==> config.mk <==
export PLATFORM = sky130hd
export DESIGN_NAME = vz_decode_stage
export DESIGN_NICKNAME = d
export VERILOG_FILES = /design/src/rtl/vz_decode_stage.sv
export SDC_FILE = /design/constraint.sdc
export NUM_CORES = 1
export LEC_CHECK = 0
export CAP_MARGIN = 20
export CORE_ASPECT_RATIO = 1.25
export CORE_MARGIN = 3
export CORE_UTILIZATION = 44
export DETAILED_ROUTE_END_ITERATION = 6
export PLACE_DENSITY = 0.75
export SYNTH_ARGS = -nofsm -noshare
export SYNTH_HDL_FRONTEND = slang
export SYNTH_SLANG_ARGS = --single-unit
==> constraint.sdc <==
create_clock -name clk -period 3.4 [get_ports clk]
set_input_delay 0.68 -clock clk [delete_from_list [all_inputs] [get_ports clk]]
set_output_delay 0.68 -clock clk [all_outputs]
set_load 0.01 [all_outputs]
==> src/rtl/vz_decode_stage.sv <==
// vz16 instruction-decode stage: field split, class decode, register scoreboard
// with same-cycle writeback bypass, valid/ready output slot and hazard-stall counter.
module vz_decode_stage #(
   parameter int RW    = 4,
   parameter int NREGS = 13,
   parameter int AW    = 16
)(
   input  logic                clk,
   input  logic                reset,
   input  logic                flush,
   input  logic                in_valid,
   output logic                in_ready,
   input  logic [4+3*RW-1:0]   in_instr,
   input  logic [AW-1:0]       in_pc,
   output logic                out_valid,
   input  logic                out_ready,
   output logic [4:0]          out_class,
   output logic [2:0]          out_alu_op,
   output logic                out_option,
   output logic [RW-1:0]       out_rd,
   output logic [RW-1:0]       out_rs1,
   output logic [RW-1:0]       out_rs2,
   output logic                out_wr_en,
   output logic                out_illegal,
   output logic [AW-1:0]       out_pc,
   input  logic                wb_valid,
   input  logic [RW-1:0]       wb_idx,
   output logic [NREGS-1:0]    busy,
   output logic [15:0]         stall_cnt
);

   function automatic logic f_oob(input logic [RW-1:0] idx);
      return int'({1'b0, idx}) >= NREGS;
   endfunction

   function automatic logic f_bit(input logic [NREGS-1:0] v, input logic [RW-1:0] idx);
      logic r;
      r = 1'b0;
      for (int i = 0; i < NREGS; i++)
         if (idx == RW'(i)) r = v[i];
      return r;
   endfunction

   logic [RW-1:0]    w_rn, w_r1, w_r2, w_rd;
   logic             w_opt;
   logic [4:0]       w_class;
   logic [2:0]       w_alu_op;
   logic             w_use_r1, w_use_r2, w_use_rn, w_use_sp, w_wr_raw;
   logic             w_illegal, w_wr_en, w_hazard, w_accept;
   logic [NREGS-1:0] w_clr, w_busy_eff, w_busy_nxt;

   logic             r_out_valid;
   logic [4:0]       r_class;
   logic [2:0]       r_alu_op;
   logic             r_option, r_wr_en, r_illegal;
   logic [RW-1:0]    r_rd, r_rs1, r_rs2;
   logic [AW-1:0]    r_pc;
   logic [NREGS-1:0] r_busy;
   logic [15:0]      r_stall_cnt;

   // Decode: class, source usage and write intent straight from the instruction word
   always_comb begin
      w_rn     = in_instr[4 +: RW];
      w_r1     = in_instr[4+RW +: RW];
      w_r2     = in_instr[4+2*RW +: RW];
      w_opt    = in_instr[0];
      w_class  = 5'b00000;
      w_alu_op = 3'd0;
      w_use_r1 = 1'b0;
      w_use_r2 = 1'b0;
      w_use_rn = 1'b0;
      w_use_sp = 1'b0;
      w_wr_raw = 1'b0;
      w_rd     = w_rn;
      if (in_instr[3]) begin
         w_class  = 5'b00001;
         w_alu_op = in_instr[2:0];
         w_use_r1 = 1'b1;
         w_use_r2 = 1'b1;
         w_wr_raw = 1'b1;
      end else begin
         case (in_instr[2:1])
            2'b00: w_class = 5'b10000;
            2'b01: begin
               w_class  = 5'b00010;
               w_use_r1 = 1'b1;
               w_use_rn = w_opt;
               w_wr_raw = ~w_opt;
            end
            2'b10: begin
               w_class  = 5'b00100;
               w_use_sp = 1'b1;
               w_use_rn = w_opt;
               w_wr_raw = 1'b1;
               w_rd     = '0;
            end
            default: begin
               w_class  = 5'b01000;
               w_use_r1 = 1'b1;
               w_use_r2 = 1'b1;
               w_wr_raw = 1'b1;
            end
         endcase
      end
   end

   // Scoreboard view with writeback bypass, hazard and handshake
   always_comb begin
      for (int i = 0; i < NREGS; i++)
         w_clr[i] = wb_valid && (wb_idx == RW'(i));
      w_busy_eff = r_busy & ~w_clr;
      w_illegal  = (w_use_r1 & f_oob(w_r1)) | (w_use_r2 & f_oob(w_r2)) |
                   (w_use_rn & f_oob(w_rn)) | (w_wr_raw & f_oob(w_rd));
      w_wr_en    = w_wr_raw & ~w_illegal;
      w_hazard   = ~w_illegal & (
                   (w_use_r1 & f_bit(w_busy_eff, w_r1)) |
                   (w_use_r2 & f_bit(w_busy_eff, w_r2)) |
                   (w_use_rn & f_bit(w_busy_eff, w_rn)) |
                   (w_use_sp & w_busy_eff[0]) |
                   (w_wr_en  & f_bit(w_busy_eff, w_rd)));
      in_ready   = reset & ~flush & ~w_hazard & (~r_out_valid | out_ready);
      w_accept   = in_valid & in_ready;
      // A set on the same index as a clear wins, so it is applied after the clear
      w_busy_nxt = w_busy_eff;
      for (int i = 0; i < NREGS; i++)
         if (w_accept && w_wr_en && (w_rd == RW'(i))) w_busy_nxt[i] = 1'b1;
   end

   // Output slot, scoreboard and stall counter registers
   always_ff @(posedge clk) begin
      if (!reset) begin
         r_out_valid <= 1'b0;
         r_class     <= '0;
         r_alu_op    <= '0;
         r_option    <= 1'b0;
         r_wr_en     <= 1'b0;
         r_illegal   <= 1'b0;
         r_rd        <= '0;
         r_rs1       <= '0;
         r_rs2       <= '0;
         r_pc        <= '0;
         r_busy      <= '0;
         r_stall_cnt <= '0;
      end else if (flush) begin
         r_out_valid <= 1'b0;
         r_busy      <= '0;
      end else begin
         r_busy <= w_busy_nxt;
         if (in_valid && w_hazard && (r_stall_cnt != 16'hFFFF))
            r_stall_cnt <= r_stall_cnt + 16'd1;
         if (w_accept) begin
            r_out_valid <= 1'b1;
            r_class     <= w_class;
            r_alu_op    <= w_alu_op;
            r_option    <= w_opt;
            r_wr_en     <= w_wr_en;
            r_illegal   <= w_illegal;
            r_rd        <= w_rd;
            r_rs1       <= w_r1;
            r_rs2       <= w_r2;
            r_pc        <= in_pc;
         end else if (out_ready) begin
            r_out_valid <= 1'b0;
         end
      end
   end

   assign out_valid   = r_out_valid;
   assign out_class   = r_class;
   assign out_alu_op  = r_alu_op;
   assign out_option  = r_option;
   assign out_wr_en   = r_wr_en;
   assign out_illegal = r_illegal;
   assign out_rd      = r_rd;
   assign out_rs1     = r_rs1;
   assign out_rs2     = r_rs2;
   assign out_pc      = r_pc;
   assign busy        = r_busy;
   assign stall_cnt   = r_stall_cnt;

endmodule

==> summary.md, run 1 <==
| Metric | Value |
|---|---|
| Max Cap Viol | `0` |
| Cell Int Power | `1.45 mW` |
| First-pass GRT wire length | `23,400 um` |
| Cts bufs inserted | `9` |
| FILL cells | `between 700 and 800` |
| Initial antenna violation count | `0` |
| Vias per inst | `between 5 and 6` |
| Vias | `around 4,700` |
| GRT overflow | `0` |
| Nature of the critical path endpoint | `output port` |
| Clock tree buffer depth | `2` |
| Register area share after synthesis | `approximately a third` |
| Drt wl/cell | `17.2 um` |
| Global routing's busiest layer | `met2` |
| H-tree depth | `3` |
| Total power | `approximately 2.0 mW` |
| Ys flop type | `dfxtp_1` |
| Met2 usage in global routing | `roughly 50%` |
| Ports | `approximately 110` |
| FMAX | `just under 300 MHz` |
| Critical Path RT | `approximately 2.7 ns` |
| First drt pass iteration count | `6` |
| Final Setup Violations | `1` |
| TNS Setup | `-0.0302 ns` |
| # DRC | `0` |
| Fin. Hold Viols | `0` |
| Clock latency on the worst-skew pair | `0.35 ns` |
| Reg power frac | `approximately 42%` |
| Clock share of power | `between 30% and 40%` |
| Layout cells sized above 1 | `around 25%` |
| Antenna fix cells | `0` |
| Port bufs | `approximately 110` |
| Yosys cell types | `60` |
| Logic pwr share | `between 20% and 30%` |
| Syn_nets | `between 500 and 600` |
| Final setup margin | `-0.0302 ns` |
| Vias in the first global route | `roughly 4,800` |
| Final Skew | `roughly 0.0066 ns` |
| Slew headroom | `a little under three fifths` |
| Max stage delay cell, worst path | `mux4_2` |
| Gr usage total | `between 20 and 30%` |
| Worst slew pin tran | `between 0.6 and 0.7 ns` |
| Switch share | `29.2%` |
| Pwr dens | `about 320 nW/um^2` |
| Post-synth EDFFs | `0` |
| Max-slew violation count | `0` |
| Grt met1 use | `a little under a third` |
| Failing checks | `negative setup slack` |
| Row count | `38` |
| RSZ-0062 raised after global routing | `true` |
| Status | `finished, violations left` |
| Crit Path Class | `primary input to output port` |
| DR iter-0 viols | `between 200 and 250` |
| VDD IR-drop max | `approximately 330 uV` |
| LEAKAGE | `2.50 nW` |
| Max incr delay on CP | `~0.48 ns` |
| Die Width | `roughly 91 um` |
| Final WL | `14,600 um` |
| Final Cycle Share | `101%` |
| Hold buffer count at CTS | `0` |
| Initial Util | `between 40% and 50%` |
| Ys async rst share | `0%` |
| Clock Sinks | `69` |
| Core area | `around 9000 um^2` |
| Die area | `between 10,000 and 15,000 um^2` |
| Area growth from synthesis to layout | `59.7%` |
| Clk root buf | `clkbuf_8` |
| Peak fanout along the critical path | `6` |
| Syn avg cell area | `7.57 um^2` |
| CTS tree | `built` |
| CP arrival | `2.75 ns` |
| DP HPWL | `10,800 um` |
| Post-Syn Area | `3970 um^2` |
| Die Y | `112 um` |
| Largest net degree at the start of global routing | `69` |
| Routability cong. | `around 0.99` |
| M3 GR Usage | `under 10%` |
| Cells after synthesis | `between 500 and 600` |
| Synth Register Bits | `69` |
| NetSw | `between 0.5 and 0.6 mW` |
| Crit path cell chain | `buf_8 > or3b_4 > o21a_1 > mux4_2 > a22oi_2 > a31oi_4 > nor2b_4 > a21oi_2 > nor2_1 > buf_2` |
| Clock transition at path regs | `~0.080 ns` |
| Startpoint types | `primary input` |
| Synth Warn # | `0` |
| NumNets Final | `slightly below 800` |
| Hold Path Class | `flop to flop` |
| Minimum clock period | `around 3.4 ns` |
| Post-route ant nets | `0` |
==> logic make-up after synthesis <==
group,synth area share (%)
adder cells (fa/ha/maj),2.52
flip-flops,34.8
AND/OR/NAND/NOR,28.2
multiplexers,4.63
AO/OA/AOI/OAI,24.0
buffers and inverters,5.36
XOR/XNOR,0.441
==> area by class of cell <==
class | instances | area [um^2] | share of cell area (%)
tap | 120 | 150 | 2.37
clock buffer | 10 | 138 | 2.17
inverter | 12 | 45.0 | 0.711
clock inverter | 6 | 70.1 | 1.11
sequential | 69 | 1380 | 21.8
multi-input combinational | 405 | 2580 | 40.7
timing repair buffer | 227 | 1970 | 31.1
==> state kept, by name (all words and copies together), names as in the netlist <==
| register | count |
|---|---|
| out_pc | 16 |
| stall_cnt | 16 |
| busy | 13 |
| out_class | 5 |
| out_rd | 4 |
| out_rs1 | 4 |
| out_rs2 | 4 |
| out_alu_op | 3 |
| out_illegal | 1 |
| out_option | 1 |
| out_valid | 1 |
| out_wr_en | 1 |
==> cell usage after synthesis, types with 3 or more instances <==
master      n  area, um^2
nand2_1   109         409
dfxtp_1    69        1380
o21ai_0    60         300
clkbuf_1   28         105
nor2_1     27         101
nand2b_1   22         138
nand3_1    16        80.1
mux2i_1    15         150
inv_1      12        45.0
a21oi_1    10        50.1
and3_1     10        62.6
nor2b_1    10        62.6
nor3_1      9        45.0
o32ai_1     9        78.8
buf_2       8        40.0
ha_1        8         100
nand3b_1    8        60.1
o22ai_1     8        50.1
o211ai_1    7        52.6
a211o_1     6        52.6
nand4_1     5        31.3
o211a_1     4        40.0
o31ai_1     4        30.0
a311oi_1    3        26.3
a31oi_1     3        18.8
and2_1      3        18.8
o21a_1      3        22.5
o21ai_1     3        15.0
==> path summary, 6_finish.rpt <==
kind / slack (ns) / cells past startpoint / start / endpoint
max reg2reg: 0.55 / 13 / busy[3] / stall_cnt[9]
min reg2reg: 0.46 / 2 / out_rs1[3] / out_rs1[3]
max: -0.03 / 10 / wb_idx[3] / in_ready
min: 0.46 / 2 / out_rs1[3] / out_rs1[3]
==> power by group through the flow <==
stage               sequential, mW  clock, mW  combinational (mW)
finish                       0.862      0.713               0.473
global route                 0.866      0.760               0.508
CTS                          0.862      0.720               0.456
detailed placement           0.880          0               0.424
global placement             0.879          0               0.419
floorplan                    0.896          0               0.163
==> repair_timing <==
item,CTS,global route
resized for setup,72,22
endpoints found under the setup margin,13,10
buffers inserted,13,5
cloned,0,0
pin swaps,16,14
==> layer usage <==
metal | vias to the layer above | wire (um) | part of all wire, %
met4 | 0 | 580 | 4.0
met2 | 202 | 7540 | 52
li1 | 2262 | - | -
met1 | 2184 | 5650 | 39
met3 | 57 | 790 | 5.4
met5 | - | 0 | 0
==> cells in the final DEF, fill, tap and decap left out, drive strengths merged, types with 3 or more instances in the layout <==
cell type        n
buf            122
nand2          110
clkdlybuf4s50   93
dfxtp           69
o21ai           64
nor2            27
nand2b          22
nand3           16
mux2i           15
clkbuf          13
inv             13
nor2b           11
a21oi           10
o32ai           10
and3            10
nor3             9
nand3b           8
o22ai            8
ha               8
o211ai           7
a211o            6
dlygate4sd2      6
nand4            5
o211a            4
o31ai            4
a21boi           4
o21a             3
a311oi           3
and2             3
clkinvlp         3
dlymetal6s2s     3
a31oi            3
==> worst max-delay path, delay by kind of cell <==
family	cells	cell delay (ns)
muxes	1	0.48
and+or+nand+nor	3	0.73
buffers and inverters	2	0.25
AOI/OAI and AO/OA	4	0.61
==> metrics by stage <==
stage                     area [um^2]  utilization (%)  hold slack [ns]  instances  setup slack (ns)
after floorplan                  3970                -            0.480        524            0.0454
after global placement           5830             66.6            0.443        817            -0.926
after detailed placement         5830             66.6            0.450        817            -0.971
after CTS                        6250             71.4            0.462        845           -0.0747
after global routing             6340             72.5            0.481        849            -0.106
final                            6340             72.5            0.458        849           -0.0302
(Power assumes the default switching activity.)
==> inputs of run 2 (changes only) <==
--- a/config.mk
+++ b/config.mk
@@ -7,7 +7,7 @@
 export LEC_CHECK = 0
 export CAP_MARGIN = 20
 export CORE_ASPECT_RATIO = 1.25
-export CORE_MARGIN = 3
+export CORE_MARGIN = 10
 export CORE_UTILIZATION = 44
 export DETAILED_ROUTE_END_ITERATION = 6
 export PLACE_DENSITY = 0.75
==> run 2 against run 1 <==
Wire length is 13% higher. The run still ends with negative setup slack left. Clock-buffer cell count is 1 lower. Critical path type unchanged. Worst setup slack better by 0.0020 ns. Cell area is 2.9% higher.
==> summary.md, run 2 (synthesized netlist as in run 1, its figures left out) <==
| Metric | Value |
|---|---|
| VDD IR-drop max | `301 uV (-8.4%)` |
| Crit Path Class | `primary input to output port` |
| Critical Path RT | `2.72 ns (about the same)` |
| WHS Path Cells | `2 (unchanged)` |
| Slew headroom | `57.3% (+1.4 points)` |
| Die Width | `105 um (+15%)` |
| Core area | `8750 um^2 (unchanged)` |
| Clock latency on the worst-skew pair | `0.36 ns (about the same)` |
| Initial Util | `45.4% (unchanged)` |
| Reg power frac | `40.2% (-1.9 points)` |
| Gr usage total | `23.3% (-5.1 points)` |
| Max-slew violation count | `0 (unchanged)` |
| Vias in the first global route | `4,768 (-0.21%)` |
| NetSw | `0.621 mW (+3.7%)` |
| Clock transition at path regs | `0.08 ns (about the same)` |
| DR iter-0 viols | `263 (+6.0%)` |
| Layout cells sized above 1 | `26.5% (+1.5 points)` |
| Max stage delay cell, worst path | `mux4_2` |
| Failing checks | `negative setup slack` |
| Minimum clock period | `3.43 ns (-0.00204 ns)` |
| LEAKAGE | `2.58 nW (+3.0%)` |
| Post-route ant nets | `0 (unchanged)` |
| Clock tree buffer depth | `2 (unchanged)` |
| Clock share of power | `36.6% (+1.8 points)` |
| Final Setup Violations | `2 (+1)` |
| Antenna fix cells | `0 (unchanged)` |
| Place WS | `-1.03 ns (-0.0589 ns)` |
| Pwr dens | `329 nW/um^2 (+1.9%)` |
| Clk root buf | `clkbuf_8` |
| Startpoint types | `primary input` |
| Crit path cell chain | `buf_8 > or3b_4 > o21a_1 > mux4_2 > a22oi_2 > a31oi_4 > nor2b_4 > a21oi_2 > nor2_1 > buf_2` |
| Max Cap Viol | `0 (unchanged)` |
| H-tree depth | `3 (unchanged)` |
| Nature of the critical path endpoint | `output port` |
| Final Cycle Share | `101% (about the same)` |
| First-pass GRT wire length | `25,100 um (+7.5%)` |
| Peak fanout along the critical path | `6 (unchanged)` |
| Cts bufs inserted | `9 (unchanged)` |
| NumNets Final | `782 (+1.0%)` |
| DP HPWL | `11,900 um (+10%)` |
| RSZ-0062 raised after global routing | `true` |
| Final WL | `16,400 um (+13%)` |
| Worst slew pin tran | `0.640 ns (-0.0211 ns)` |
| Fin. Hold Viols | `0 (unchanged)` |
| Port bufs | `111 (unchanged)` |
| Row count | `38 (unchanged)` |
| FF-to-FF path depth | `16 (+3)` |
| GRT overflow | `0 (unchanged)` |
| Die Y | `126 um (+12%)` |
| Total power | `2.15 mW (+4.8%)` |
| Commonest non-fill, non-tap cell in the layout | `buf_4` |
| Switch share | `28.9% (-0.31 points)` |
| Vias | `4,835 (+2.8%)` |
| CTS tree | `built` |
| Hold buffer count at CTS | `0 (unchanged)` |
| First drt pass iteration count | `5 (-1)` |
| Max incr delay on CP | `0.48 ns (about the same)` |
| Routability cong. | `0.925 (-6.2%)` |
| Initial antenna violation count | `0 (unchanged)` |
| Final Skew | `0.00585 ns (-0.000736 ns)` |
| Die area | `13,200 um^2 (+30%)` |
| Cell Int Power | `1.53 mW (+5.3%)` |
| Final setup margin | `-0.0282 ns (+0.00204 ns)` |
| Most frequent cells in the layout | `buf_4, nand2_1, clkdlybuf4s50_1` |
| Largest net degree at the start of global routing | `69 (unchanged)` |
| Hold Path Class | `flop to flop` |
| FMAX | `292 MHz (about the same)` |
| Status | `finished, violations left` |
| Vias per inst | `5.64 (+1.8%)` |
| Clock Sinks | `69 (unchanged)` |
| TNS Setup | `-0.0403 ns (-0.0100 ns)` |
| Placed cell area | `5860 um^2 (+0.52%)` |
| Ports | `112 (unchanged)` |
| Logic pwr share | `23.3% (+0.2 points)` |
| Drt wl/cell | `19.2 um (+12%)` |
| # DRC | `0 (unchanged)` |
| Area growth from synthesis to layout | `64.3%` |
| CP arrival | `2.75 ns (about the same)` |
| Fin area | `6520 um^2 (+2.9%)` |
run 2: cell count changes in the layout (fill, tap and decap cells not counted), moves of 5 or more:
cell,previous run,this run
o21ai_0,53,34
o21ai_1,7,23
clkbuf_16,0,5
o21ai_2,1,6
run 2: layout make-up:
cell class / count / area (um^2)
multi-input combinational: 405 / 2560
fill: 697 / 2230
timing repair buffer: 235 / 2150
sequential: 69 / 1380
tap: 120 / 150
clock buffer: 9 / 124
clock inverter: 7 / 106
inverter: 12 / 45.0
run 2: critical path: cells and delay by family:
family,cells,cell delay [ns]
simple gates,3,0.70
compound gates,4,0.62
mux,1,0.48
buf+inv,2,0.25
run 2: final timing paths:
| path | from | end | slack (ns) |
|---|---|---|---|
| worst max-delay path | wb_idx[3] | in_ready | -0.03 |
| worst min-delay path | out_class[2] | out_class[2] | 0.46 |
| worst max register to register | busy[3] | out_rd[3] | 0.47 |
| worst min register to register | out_class[2] | out_class[2] | 0.46 |
run 2: what timing repair did:
action / in CTS / in global routing
setup buffers: 13 / 1
endpoints found under the setup margin: 37 / 40
gates cloned: 0 / 6
pin swaps: 21 / 12
resized for setup: 82 / 44
run 2: stage by stage:
stage	instances	hold WS [ns]	utilization, %
after global placement	821	0.444	67.0
after floorplan	524	0.480	-
after CTS	850	0.463	71.9
final	857	0.455	74.5
after global routing	857	0.476	74.5
after detailed placement	821	0.450	67.0
run 2: metal layers:
layer / track usage (%) / part of all wire (%) / vias up / routed length (um)
li1: - / - / 2287 / -
met1: 25.2 / 40 / 2311 / 6540
met2: 42.0 / 52 / 189 / 8460
met3: 5.66 / 5.5 / 48 / 908
met4: 9.79 / 3.1 / 0 / 513
met5: 0 / 0 / - / 0
run 2: power groups by stage:
stage,registers (mW),logic (mW),clock network [mW]
floorplan,0.896,0.163,0
detailed placement,0.880,0.427,0
global route,0.866,0.532,0.835
CTS,0.861,0.450,0.789
global placement,0.878,0.423,0
finish,0.862,0.499,0.786
==> inputs of run 3 (changes only) <==
--- a/config.mk
+++ b/config.mk
@@ -5,12 +5,16 @@
 export SDC_FILE = /design/constraint.sdc
 export NUM_CORES = 1
 export LEC_CHECK = 0
+export ABC_CLOCK_PERIOD_IN_PS = 3400
 export CAP_MARGIN = 20
+export CELL_PAD_IN_SITES_DETAIL_PLACEMENT = 0
+export CELL_PAD_IN_SITES_GLOBAL_PLACEMENT = 1
 export CORE_ASPECT_RATIO = 1.25
 export CORE_MARGIN = 10
-export CORE_UTILIZATION = 44
+export CORE_UTILIZATION = 31
 export DETAILED_ROUTE_END_ITERATION = 6
 export PLACE_DENSITY = 0.75
 export SYNTH_ARGS = -nofsm -noshare
 export SYNTH_HDL_FRONTEND = slang
 export SYNTH_SLANG_ARGS = --single-unit
+export TNS_END_PERCENT = 1
==> run 3 against run 2 <==
The flow now finishes without violations. Combinational power down 4.4%. Global-route usage down 5.4 points. Cell count up 5.3%. Worst setup slack better by 0.029 ns. Wire length down 0.49%. Non-clock buffer count down 3. Clock power up 35%. Largest power group is now the clock network. Clock skew up 0.0018 ns. Total power up 12%.
==> summary.md, run 3 (synthesized netlist as in run 1, its figures left out) <==
| Metric | Value |
|---|---|
| Status | `complete, no violations` |
| Logic pwr share | `19.9% (-3.4 points)` |
| Gr usage total | `17.8% (-5.4 points)` |
| Clock tree buffer depth | `2 (unchanged)` |
| Post-route ant nets | `0 (unchanged)` |
| Ports | `112 (unchanged)` |
| Hold path startpoint | `out_option` |
| NumNets Final | `779 (-0.38%)` |
| Initial Util | `31.5% (-14 points)` |
| GRT overflow | `0 (unchanged)` |
| Clock latency on the worst-skew pair | `0.35 ns (about the same)` |
| Place WS | `-0.995 ns (+0.0348 ns)` |
| H-tree depth | `3 (unchanged)` |
| Reg power frac | `35.9% (-4.3 points)` |
| VDD IR-drop max | `270 uV (-10%)` |
| Routability cong. | `0.930 (+0.46%)` |
| Grt met1 use | `19.4% (-5.8 points)` |
| RR Startpoint | `busy[8]` |
| Die Width | `121 um (+15%)` |
| Die Y | `147 um (+16%)` |
| Clock Sinks | `69 (unchanged)` |
| RSZ-0062 raised after global routing | `true` |
| Max-slew violation count | `0 (unchanged)` |
| Critical Path RT | `2.72 ns (about the same)` |
| Commonest non-fill, non-tap cell in the layout | `buf_4` |
| Max Cap Viol | `0 (unchanged)` |
| Worst slew pin tran | `0.676 ns (+0.0363 ns)` |
| M3 GR Usage | `3.63% (-2.0 points)` |
| # DRC | `0 (unchanged)` |
| Cts bufs inserted | `9 (unchanged)` |
| Vias per inst | `5.14 (-9.0%)` |
| CP arrival | `2.72 ns (-0.03 ns)` |
| Fin. Hold Viols | `0 (unchanged)` |
| DP HPWL | `12,600 um (+5.6%)` |
| FF-to-FF path depth | `12 (-4)` |
| Multi-input gate area | `2620 um^2 (+2.2%)` |
| Cell Int Power | `1.74 mW (+14%)` |
| WHS Path Cells | `2 (unchanged)` |
| Slew headroom | `54.9% (-2.4 points)` |
| Post-Route Utilization | `52.5% (-22 points)` |
| Clk root buf | `clkbuf_16` |
| DR iter-0 viols | `295 (+12%)` |
| NetSw | `0.662 mW (+6.7%)` |
| Hold buffer count at CTS | `0 (unchanged)` |
| Most frequent cells in the layout | `buf_4, nand2_1, clkdlybuf4s50_1` |
| Port bufs | `111 (unchanged)` |
| Clock share of power | `44.3% (+7.7 points)` |
| Minimum clock period | `3.40 ns (-0.0295 ns)` |
| Hold Path Class | `flop to flop` |
| Vias in the first global route | `4,566 (-4.2%)` |
| Pwr dens | `363 nW/um^2 (+10%)` |
| Row count | `46 (+21%)` |
| Peak fanout along the critical path | `5 (-1)` |
| LEAKAGE | `2.61 nW (+1.2%)` |
| Switch share | `27.6% (-1.4 points)` |
| Layout cells sized above 1 | `26.6% (+0.11 points)` |
| Critical Path Source | `wb_idx[3]` |
| Die area | `17,800 um^2 (+34%)` |
| Drt wl/cell | `18.1 um (-5.5%)` |
| Nature of the critical path endpoint | `output port` |
| Met2 usage in global routing | `31.7% (-10 points)` |
| Antenna fix cells | `0 (unchanged)` |
| Vias | `4,633 (-4.2%)` |
| Startpoint types | `primary input` |
| FILL cells | `1,197 (+72%)` |
| Core area | `12,600 um^2 (+44%)` |
| First-pass GRT wire length | `25,100 um (-0.33%)` |
| Final Skew | `0.00760 ns (+0.00176 ns)` |
| FMAX | `294 MHz (+0.87%)` |
| Initial antenna violation count | `0 (unchanged)` |
| Final Cycle Share | `100% (-0.87 points)` |
| Largest net degree at the start of global routing | `69 (unchanged)` |
| Clock transition at path regs | `0.06 ns (-0.02 ns)` |
| Sequential cell area | `1380 um^2 (unchanged)` |
| First drt pass iteration count | `5 (unchanged)` |
| Final Setup Violations | `0 (-2)` |
| Global routing's busiest layer | `met2` |
| CTS tree | `built` |
| Final WL | `16,300 um (-0.49%)` |
| Crit Path Class | `primary input to output port` |
| Area growth from synthesis to layout | `66.8%` |
| Final setup margin | `0.00125 ns (+0.0295 ns)` |
-- run 3: worst paths after layout --
kind                   to  slack, ns
max              in_ready      0.001
min            out_option       0.45
max reg2reg  stall_cnt[9]       0.52
min reg2reg    out_option       0.45
-- run 3: layer usage --
layer | vias to the layer above | share of wire (%) | wire length (um)
met2 | 165 | 52 | 8450
met5 | - | 0 | 0
met4 | 0 | 4.2 | 682
met3 | 43 | 5.3 | 866
li1 | 2280 | - | -
met1 | 2145 | 39 | 6340
-- run 3: worst max-delay path: stages --
cell and delay (ns):
buf_8 0.10, or3b_4 0.43, o21a_1 0.20, mux4_2 0.48
a22oi_2 0.21, a31oi_4 0.13, nor2b_4 0.17, a21oi_4 0.08
nor2_1 0.10, buf_2 0.14
-- run 3: cell type report --
cell class,instances,share of cell area [%]
clock inverter,7,1.61
multi-input combinational,405,39.6
sequential,69,20.9
inverter,12,0.718
tap,168,3.18
clock buffer,9,3.40
timing repair buffer,232,30.6
-- run 3: per-stage QoR --
stage	std cells	instance area, um^2	hold WS (ns)	power, mW	TNS (ns)
final	902	6620	0.455	2.40	0
after floorplan	524	3970	0.480	1.06	0
after detailed placement	870	5930	0.451	1.31	-20.72
after global routing	902	6620	0.482	2.50	-0.0559
after CTS	895	6430	0.460	2.41	0
after global placement	870	5930	0.443	1.32	-19.58
-- run 3: timing repair --
item                       4_1_cts  5_1_grt
gates cloned                     0        1
buffers inserted                 9        6
setup endpoints to repair       22        7
gates resized for setup         80       43
pin swaps                       18       17
-- run 3: power groups by stage --
stage               combinational (mW)  clock [mW]  sequential [mW]
floorplan                        0.163           0            0.896
CTS                              0.458        1.09            0.862
finish                           0.477        1.06            0.862
global placement                 0.436           0            0.879
detailed placement               0.435           0            0.880
global route                     0.516        1.12            0.866
